==> src/rtl/ucsbece154_icache_pf.sv <==
// ucsbece154_icache_pf
// Set-associative instruction cache with early restart, round-robin or LFSR
// replacement, invalidate-all flush and saturating hit/miss counters.
//
// Ports
//   Clk, ResetN                  clock, synchronous active-low reset
//   ReadEnable, ReadAddress      fetch request and byte address ([1:0] ignored)
//   Instruction, Ready, Busy     fetched word, one-cycle strobe, refill/flush active
//   Flush                        invalidate-all request
//   MemReadAddress/Request       block-aligned refill address and request level
//   MemDataIn, MemDataReady      refill word stream, words 0..BLOCK_WORDS-1 in order
//   HitCount, MissCount          saturating performance counters
//
// state  | meaning
// IDLE   | accepting fetches; hits answered next edge, misses start a refill
// FILL   | refill in progress; once MemReadRequest drops, one settling cycle
// FLUSH  | clearing valid bits, one set per cycle, set 0 first
module ucsbece154_icache_pf #(
    parameter int NUM_SETS       = 8,
    parameter int NUM_WAYS       = 4,
    parameter int BLOCK_WORDS    = 4,
    parameter int REPLACE_POLICY = 0
) (
    input  logic        Clk,
    input  logic        ResetN,
    input  logic        ReadEnable,
    input  logic [31:0] ReadAddress,
    output logic [31:0] Instruction,
    output logic        Ready,
    output logic        Busy,
    input  logic        Flush,
    output logic [31:0] MemReadAddress,
    output logic        MemReadRequest,
    input  logic [31:0] MemDataIn,
    input  logic        MemDataReady,
    output logic [31:0] HitCount,
    output logic [31:0] MissCount
);
    localparam int WOFF_W = $clog2(BLOCK_WORDS);
    localparam int OFF    = 2 + WOFF_W;
    localparam int SET_W  = $clog2(NUM_SETS);
    localparam int WAY_W  = $clog2(NUM_WAYS);
    localparam int TAG_W  = 32 - OFF - SET_W;

    typedef enum logic [1:0] {S_IDLE, S_FILL, S_FLUSH} state_t;

    logic [31:0]      data_mem [NUM_SETS][NUM_WAYS][BLOCK_WORDS];
    logic [TAG_W-1:0] tag_mem  [NUM_SETS][NUM_WAYS];

    state_t               state_q, state_d;
    logic [NUM_WAYS-1:0]  valid_q [NUM_SETS];
    logic [NUM_WAYS-1:0]  valid_d [NUM_SETS];
    logic [WAY_W-1:0]     rr_q [NUM_SETS];
    logic [WAY_W-1:0]     rr_d [NUM_SETS];
    logic [15:0]          lfsr_q, lfsr_d;
    logic                 busy_q, busy_d;
    logic                 ready_q, ready_d;
    logic [31:0]          instr_q, instr_d;
    logic [31:0]          mem_addr_q, mem_addr_d;
    logic                 mem_req_q, mem_req_d;
    logic [31:0]          hit_cnt_q, hit_cnt_d;
    logic [31:0]          miss_cnt_q, miss_cnt_d;
    logic [SET_W-1:0]     fill_set_q, fill_set_d;
    logic [TAG_W-1:0]     fill_tag_q, fill_tag_d;
    logic [WOFF_W-1:0]    fill_off_q, fill_off_d;
    logic [WAY_W-1:0]     fill_way_q, fill_way_d;
    logic                 fill_repl_q, fill_repl_d;
    logic [WOFF_W-1:0]    fill_cnt_q, fill_cnt_d;
    logic                 flush_pend_q, flush_pend_d;
    logic [SET_W-1:0]     flush_idx_q, flush_idx_d;

    logic [WOFF_W-1:0] req_off;
    logic [SET_W-1:0]  req_set;
    logic [TAG_W-1:0]  req_tag;
    logic              hit;
    logic [WAY_W-1:0]  hit_way;
    logic              inv_found;
    logic [WAY_W-1:0]  victim;
    logic              data_we;
    logic              tag_we;
    logic              unused_addr_bits;

    assign req_off = ReadAddress[OFF-1:2];
    assign req_set = ReadAddress[OFF+SET_W-1:OFF];
    assign req_tag = ReadAddress[31:OFF+SET_W];
    assign unused_addr_bits = ^ReadAddress[1:0];

    always_comb begin
        hit       = 1'b0;
        hit_way   = '0;
        inv_found = 1'b0;
        victim    = '0;
        for (int w = 0; w < NUM_WAYS; w++) begin
            if (!hit && valid_q[req_set][w] && (tag_mem[req_set][w] == req_tag)) begin
                hit     = 1'b1;
                hit_way = WAY_W'(w);
            end
            if (!inv_found && !valid_q[req_set][w]) begin
                inv_found = 1'b1;
                victim    = WAY_W'(w);
            end
        end
        if (!inv_found) begin
            victim = (REPLACE_POLICY == 1) ? lfsr_q[WAY_W-1:0] : rr_q[req_set];
        end
    end

    always_comb begin
        state_d      = state_q;
        valid_d      = valid_q;
        rr_d         = rr_q;
        lfsr_d       = {lfsr_q[14:0], lfsr_q[15] ^ lfsr_q[13] ^ lfsr_q[12] ^ lfsr_q[10]};
        busy_d       = busy_q;
        ready_d      = 1'b0;
        instr_d      = instr_q;
        mem_addr_d   = mem_addr_q;
        mem_req_d    = mem_req_q;
        hit_cnt_d    = hit_cnt_q;
        miss_cnt_d   = miss_cnt_q;
        fill_set_d   = fill_set_q;
        fill_tag_d   = fill_tag_q;
        fill_off_d   = fill_off_q;
        fill_way_d   = fill_way_q;
        fill_repl_d  = fill_repl_q;
        fill_cnt_d   = fill_cnt_q;
        flush_pend_d = flush_pend_q;
        flush_idx_d  = flush_idx_q;
        data_we      = 1'b0;
        tag_we       = 1'b0;

        case (state_q)
            S_IDLE: begin
                if (Flush) begin
                    state_d     = S_FLUSH;
                    busy_d      = 1'b1;
                    flush_idx_d = '0;
                end else if (ReadEnable) begin
                    if (hit) begin
                        ready_d   = 1'b1;
                        instr_d   = data_mem[req_set][hit_way][req_off];
                        hit_cnt_d = (hit_cnt_q == 32'hFFFF_FFFF) ? hit_cnt_q : hit_cnt_q + 32'd1;
                    end else begin
                        state_d     = S_FILL;
                        busy_d      = 1'b1;
                        mem_req_d   = 1'b1;
                        mem_addr_d  = {ReadAddress[31:OFF], {OFF{1'b0}}};
                        fill_set_d  = req_set;
                        fill_tag_d  = req_tag;
                        fill_off_d  = req_off;
                        fill_way_d  = victim;
                        fill_repl_d = !inv_found;
                        fill_cnt_d  = '0;
                        miss_cnt_d  = (miss_cnt_q == 32'hFFFF_FFFF) ? miss_cnt_q : miss_cnt_q + 32'd1;
                    end
                end
            end
            S_FILL: begin
                if (Flush) flush_pend_d = 1'b1;
                if (mem_req_q) begin
                    if (MemDataReady) begin
                        data_we = 1'b1;
                        if (fill_cnt_q == fill_off_q) begin
                            ready_d = 1'b1;
                            instr_d = MemDataIn;
                        end
                        if (fill_cnt_q == WOFF_W'(BLOCK_WORDS - 1)) begin
                            mem_req_d                     = 1'b0;
                            tag_we                        = 1'b1;
                            valid_d[fill_set_q][fill_way_q] = 1'b1;
                            // Pointer moves only when a live line was evicted.
                            if (fill_repl_q && (REPLACE_POLICY == 0)) begin
                                rr_d[fill_set_q] = rr_q[fill_set_q] + WAY_W'(1);
                            end
                        end else begin
                            fill_cnt_d = fill_cnt_q + WOFF_W'(1);
                        end
                    end
                end else begin
                    // Settling cycle after the last word: hand off to a
                    // pending flush without dropping Busy.
                    if (flush_pend_q || Flush) begin
                        state_d      = S_FLUSH;
                        flush_pend_d = 1'b0;
                        flush_idx_d  = '0;
                    end else begin
                        state_d = S_IDLE;
                        busy_d  = 1'b0;
                    end
                end
            end
            S_FLUSH: begin
                if (Flush) flush_pend_d = 1'b1;
                valid_d[flush_idx_q] = '0;
                if (flush_idx_q == SET_W'(NUM_SETS - 1)) begin
                    if (flush_pend_q || Flush) begin
                        flush_pend_d = 1'b0;
                        flush_idx_d  = '0;
                    end else begin
                        state_d = S_IDLE;
                        busy_d  = 1'b0;
                    end
                end else begin
                    flush_idx_d = flush_idx_q + SET_W'(1);
                end
            end
            default: begin
                state_d = S_IDLE;
                busy_d  = 1'b0;
            end
        endcase
    end

    always_ff @(posedge Clk) begin
        if (!ResetN) begin
            state_q      <= S_IDLE;
            for (int s = 0; s < NUM_SETS; s++) begin
                valid_q[s] <= '0;
                rr_q[s]    <= '0;
            end
            lfsr_q       <= 16'h0001;
            busy_q       <= 1'b0;
            ready_q      <= 1'b0;
            instr_q      <= '0;
            mem_addr_q   <= '0;
            mem_req_q    <= 1'b0;
            hit_cnt_q    <= '0;
            miss_cnt_q   <= '0;
            fill_set_q   <= '0;
            fill_tag_q   <= '0;
            fill_off_q   <= '0;
            fill_way_q   <= '0;
            fill_repl_q  <= 1'b0;
            fill_cnt_q   <= '0;
            flush_pend_q <= 1'b0;
            flush_idx_q  <= '0;
        end else begin
            state_q      <= state_d;
            valid_q      <= valid_d;
            rr_q         <= rr_d;
            lfsr_q       <= lfsr_d;
            busy_q       <= busy_d;
            ready_q      <= ready_d;
            instr_q      <= instr_d;
            mem_addr_q   <= mem_addr_d;
            mem_req_q    <= mem_req_d;
            hit_cnt_q    <= hit_cnt_d;
            miss_cnt_q   <= miss_cnt_d;
            fill_set_q   <= fill_set_d;
            fill_tag_q   <= fill_tag_d;
            fill_off_q   <= fill_off_d;
            fill_way_q   <= fill_way_d;
            fill_repl_q  <= fill_repl_d;
            fill_cnt_q   <= fill_cnt_d;
            flush_pend_q <= flush_pend_d;
            flush_idx_q  <= flush_idx_d;
        end
    end

    // Line storage has no reset; valid bits alone decide what is live.
    always_ff @(posedge Clk) begin
        if (ResetN && data_we) data_mem[fill_set_q][fill_way_q][fill_cnt_q] <= MemDataIn;
        if (ResetN && tag_we)  tag_mem[fill_set_q][fill_way_q] <= fill_tag_q;
    end

    assign Instruction    = instr_q;
    assign Ready          = ready_q;
    assign Busy           = busy_q;
    assign MemReadAddress = mem_addr_q;
    assign MemReadRequest = mem_req_q;
    assign HitCount       = hit_cnt_q;
    assign MissCount      = miss_cnt_q;
endmodule

==> config.mk <==
export PLATFORM = sky130hd
export DESIGN_NAME = ucsbece154_icache_pf
export DESIGN_NICKNAME = d
export VERILOG_FILES = /design/src/rtl/ucsbece154_icache_pf.sv
export SDC_FILE = /design/constraint.sdc
export NUM_CORES = 2
export LEC_CHECK = 0
export CAP_MARGIN = 5
export CORE_ASPECT_RATIO = 1.5
export CORE_UTILIZATION = 48
export DETAILED_ROUTE_END_ITERATION = 12
export SLEW_MARGIN = 20
export SYNTH_ARGS = -nofsm -noshare
export SYNTH_HDL_FRONTEND = slang
export SYNTH_MEMORY_MAX_BITS = 65536
export SYNTH_SLANG_ARGS = --single-unit
==> constraint.sdc <==
create_clock -name Clk -period 8.33 [get_ports Clk]
set_clock_uncertainty 0.2 [all_clocks]
set_input_delay 1.2495 -clock Clk [delete_from_list [all_inputs] [get_ports Clk]]
set_output_delay 1.2495 -clock Clk [all_outputs]
set_load 0.05 [all_outputs]
==> run metrics <==
Yosys Warn Count=0; PD cells=approximately 230 mW/mm^2; leakage=69.34 nW; Chip Width=526.3 microns; hold-fix buffers at CTS=0; critical path peak fanout=81; setup bufs post-CTS=0; Layout Cell Area excl Fill=0.2234 sq mm; Setup TNS Final=0 ns; NumNets Final=between 9000 and 10000; Clock Path Buffers=4; Starting Density=0.4826; Placer Congestion=0.9966; number of global-route vias before repair=99640; Setup violations, final=0; Yosys reg bits=5084; Worst-Skew Late Latency=1.06 ns; Post-DP HPWL=348.4 mm; Layout Area Growth over Synthesis=12.87%; Mapped Area=0.1979 sq mm; largest net degree at the start of global routing=120; Via Count=97350; worst vdd ir=0.1975 mV; Slew headroom=0.1838; Sink Count=5084; EDFF count, synth=slightly below 5000; placed instance area=0.2086 sq mm; Mapped Cells=9207; synth unique cells=88; critical path class=in -> reg; post-CTS sizing=0; Syn Area/Cell=21.50 sq um; top achievable clock speed=approximately 0.14 GHz; first-pass GRT wire length=785.0 mm; DRC=0; Final Max Slew Viols=0; drt wl/cell=36.53 microns; layout cells sized above 1=0.2598; core area=0.4101 sq mm; DR pass1 iterations=9; MaxCap Viol Count=0; Die Ht=788.4 microns; row cnt=288; CP Capture Type=flip-flop; DIE AREA=0.4150 sq mm; post-synthesis sequential area ratio=0.7619; clk root buf=clkbuf_16; H-tree Lvls=5; Worst Path Required=9.01 ns; Clock transition at path regs=0.07 ns; startpoint class of the critical path=primary input; quantity of I/O buffers inserted on ports=between 150 and 200; critical path data arrival time=7.82 ns; status=completed; final hold violation count=0; 1st-iter DRT viols=10240; grt total ovfl=0; RSZ-0062 raised after global routing=no; initial antenna violation count=35; # IOs=200; CTS tree=built; fin crit period=7.138 ns; Top FF cell, synth=edfxtp_1; TritonCTS Buffers=between 400 and 500; Worst Tran Pin Value=about 1.2 ns; final wirelength=between 500 and 600 mm; Tightest Hold Check Type=reg -> reg; ANT nets after route=0; Final Cycle Share=0.8569; Global Route Usage Sum=0.2727; Fin Hold WS=0.2764 ns; via/cell ratio=6.263; FFs w/ async S/R, synth=0
## worst paths after layout
check | endpoint | startpoint | slack [ns] | depth (start not counted)
hold reg to reg | fill_repl_q$_SDFFE_PN0P_ | fill_repl_q$_SDFFE_PN0P_ | 0.28 | 2
setup reg to reg | Instruction[9]$_SDFFE_PN0P_ | tag_mem[7][5]$_DFFE_PP_ | 1.89 | 15
hold / removal | fill_repl_q$_SDFFE_PN0P_ | fill_repl_q$_SDFFE_PN0P_ | 0.28 | 2
setup / recovery | Instruction[9]$_SDFFE_PN0P_ | ReadAddress[4] | 1.19 | 17
## flip-flops by register name (all words and copies together) (netlist names), 3 cells and up
signal	flops
HitCount	32
Instruction	32
MissCount	32
valid_q	32
rr_q	16
flush_idx_q	3
data_mem	4096
tag_mem	800
fill_tag_q	25
## stage by stage
stage / std cells / utilization / power (W) / setup WS [ns]
global placement: 14650 / 0.5088 / 0.03173 / 0.5534
detailed placement: 14650 / 0.5088 / 0.03178 / 0.5399
finish: 15540 / 0.5448 / 0.05201 / 1.192
CTS: 15490 / 0.5443 / 0.05230 / 1.623
global route: 15520 / 0.5446 / 0.05325 / 1.380
floorplan: 9210 / - / 0.03020 / 3.103
## cell usage in the layout, fill, tap and decap left out, drive strengths merged, types with 32 or more instances in the layout
cell type | synthesis | layout
a21oi | 72 | 72
a22oi | 119 | 119
and2 | 61 | 61
buf | 221 | 445
bufinv | 0 | 32
clkbuf | 308 | 574
clkdlybuf4s50 | 0 | 157
clkinv | 0 | 206
dfxtp | 188 | 188
diode | 0 | 54
edfxtp | 4896 | 4896
inv | 23 | 35
mux2 | 122 | 122
mux2i | 543 | 543
mux4 | 1214 | 1214
nand2 | 101 | 101
nand2b | 37 | 37
nand3 | 42 | 42
nand4 | 41 | 41
nor2 | 342 | 342
nor2b | 86 | 86
nor3 | 62 | 62
o21ai | 128 | 128
o22ai | 72 | 72
xnor2 | 85 | 85
## per-layer routing
metal,up-vias,share of wire,GRT usage
li1,39650,-,-
met1,52680,0.34,0.3107
met2,3951,0.51,0.4696
met3,1054,0.069,0.05325
met4,14,0.074,0.1748
met5,-,0.00070,0.005402
## power breakdown
group          switching (W)  leakage [nW]  internal, W
Clock                0.00951          7.07       0.0113
Sequential         0.0000871          45.5       0.0281
Combinational        0.00213          16.7     0.000969
Total                 0.0117          69.3       0.0403
## cell families after synthesis
logic type               synth area share
buffers and inverters             0.01255
multiplexers                       0.1725
other                          0.00001895
AND/OR/NAND/NOR                   0.02447
adder cells (fa/ha/maj)         0.0007586
AO/OA/AOI/OAI                     0.02276
flip-flops                         0.7619
XOR/XNOR                         0.005045
## cell type report
cell class                      count  area, sq um
Timing Repair Buffer              602         5221
Sequential cell                  5084       150800
Clock buffer                      574        12030
Inverter                           23        86.33
Fill cell                       30870       186700
Antenna cell                       54        135.1
Multi-Input combinational cell   3574        45890
Clock inverter                    268         2536
Tap cell                         5365         6713
## cell usage after synthesis (all sizes together) (27+ instances only)
master | n | area share
edfxtp | 4896 | 0.74
mux4 | 1214 | 0.14
mux2i | 543 | 0.027
nor2 | 342 | 0.0065
clkbuf | 308 | 0.0058
buf | 221 | 0.0063
dfxtp | 188 | 0.019
o21ai | 128 | 0.0033
mux2 | 122 | 0.0069
a22oi | 119 | 0.0045
nand2 | 101 | 0.0019
nor2b | 86 | 0.0027
xnor2 | 85 | 0.0038
a21oi | 72 | 0.0019
o22ai | 72 | 0.0023
nor3 | 62 | 0.0016
and2 | 61 | 0.0019
nand3 | 42 | 0.0011
nand4 | 41 | 0.0013
nand2b | 37 | 0.0012
nor3b | 31 | 0.0012
o311a | 30 | 0.0015
o311ai | 30 | 0.0013
nor4 | 29 | 0.0013
o221ai | 29 | 0.0013
xor2 | 29 | 0.0013
and3 | 27 | 0.00085
## critical path, cell delays in order
cell	delay, ns
buf_16	0.43
buf_4	0.35
mux2i_1	0.12
a22oi_1	0.24
a21boi_0	0.36
nor4_1	0.86
nand4_1	0.52
nor4_2	0.48
buf_4	0.23
a21oi_4	0.11
nor2_4	0.25
buf_12	0.24
buf_12	0.30
mux2i_1	0.30
o221ai_1	0.60
o21ai_1	0.81
o311ai_1	0.21
(Power assumes the default switching activity.)
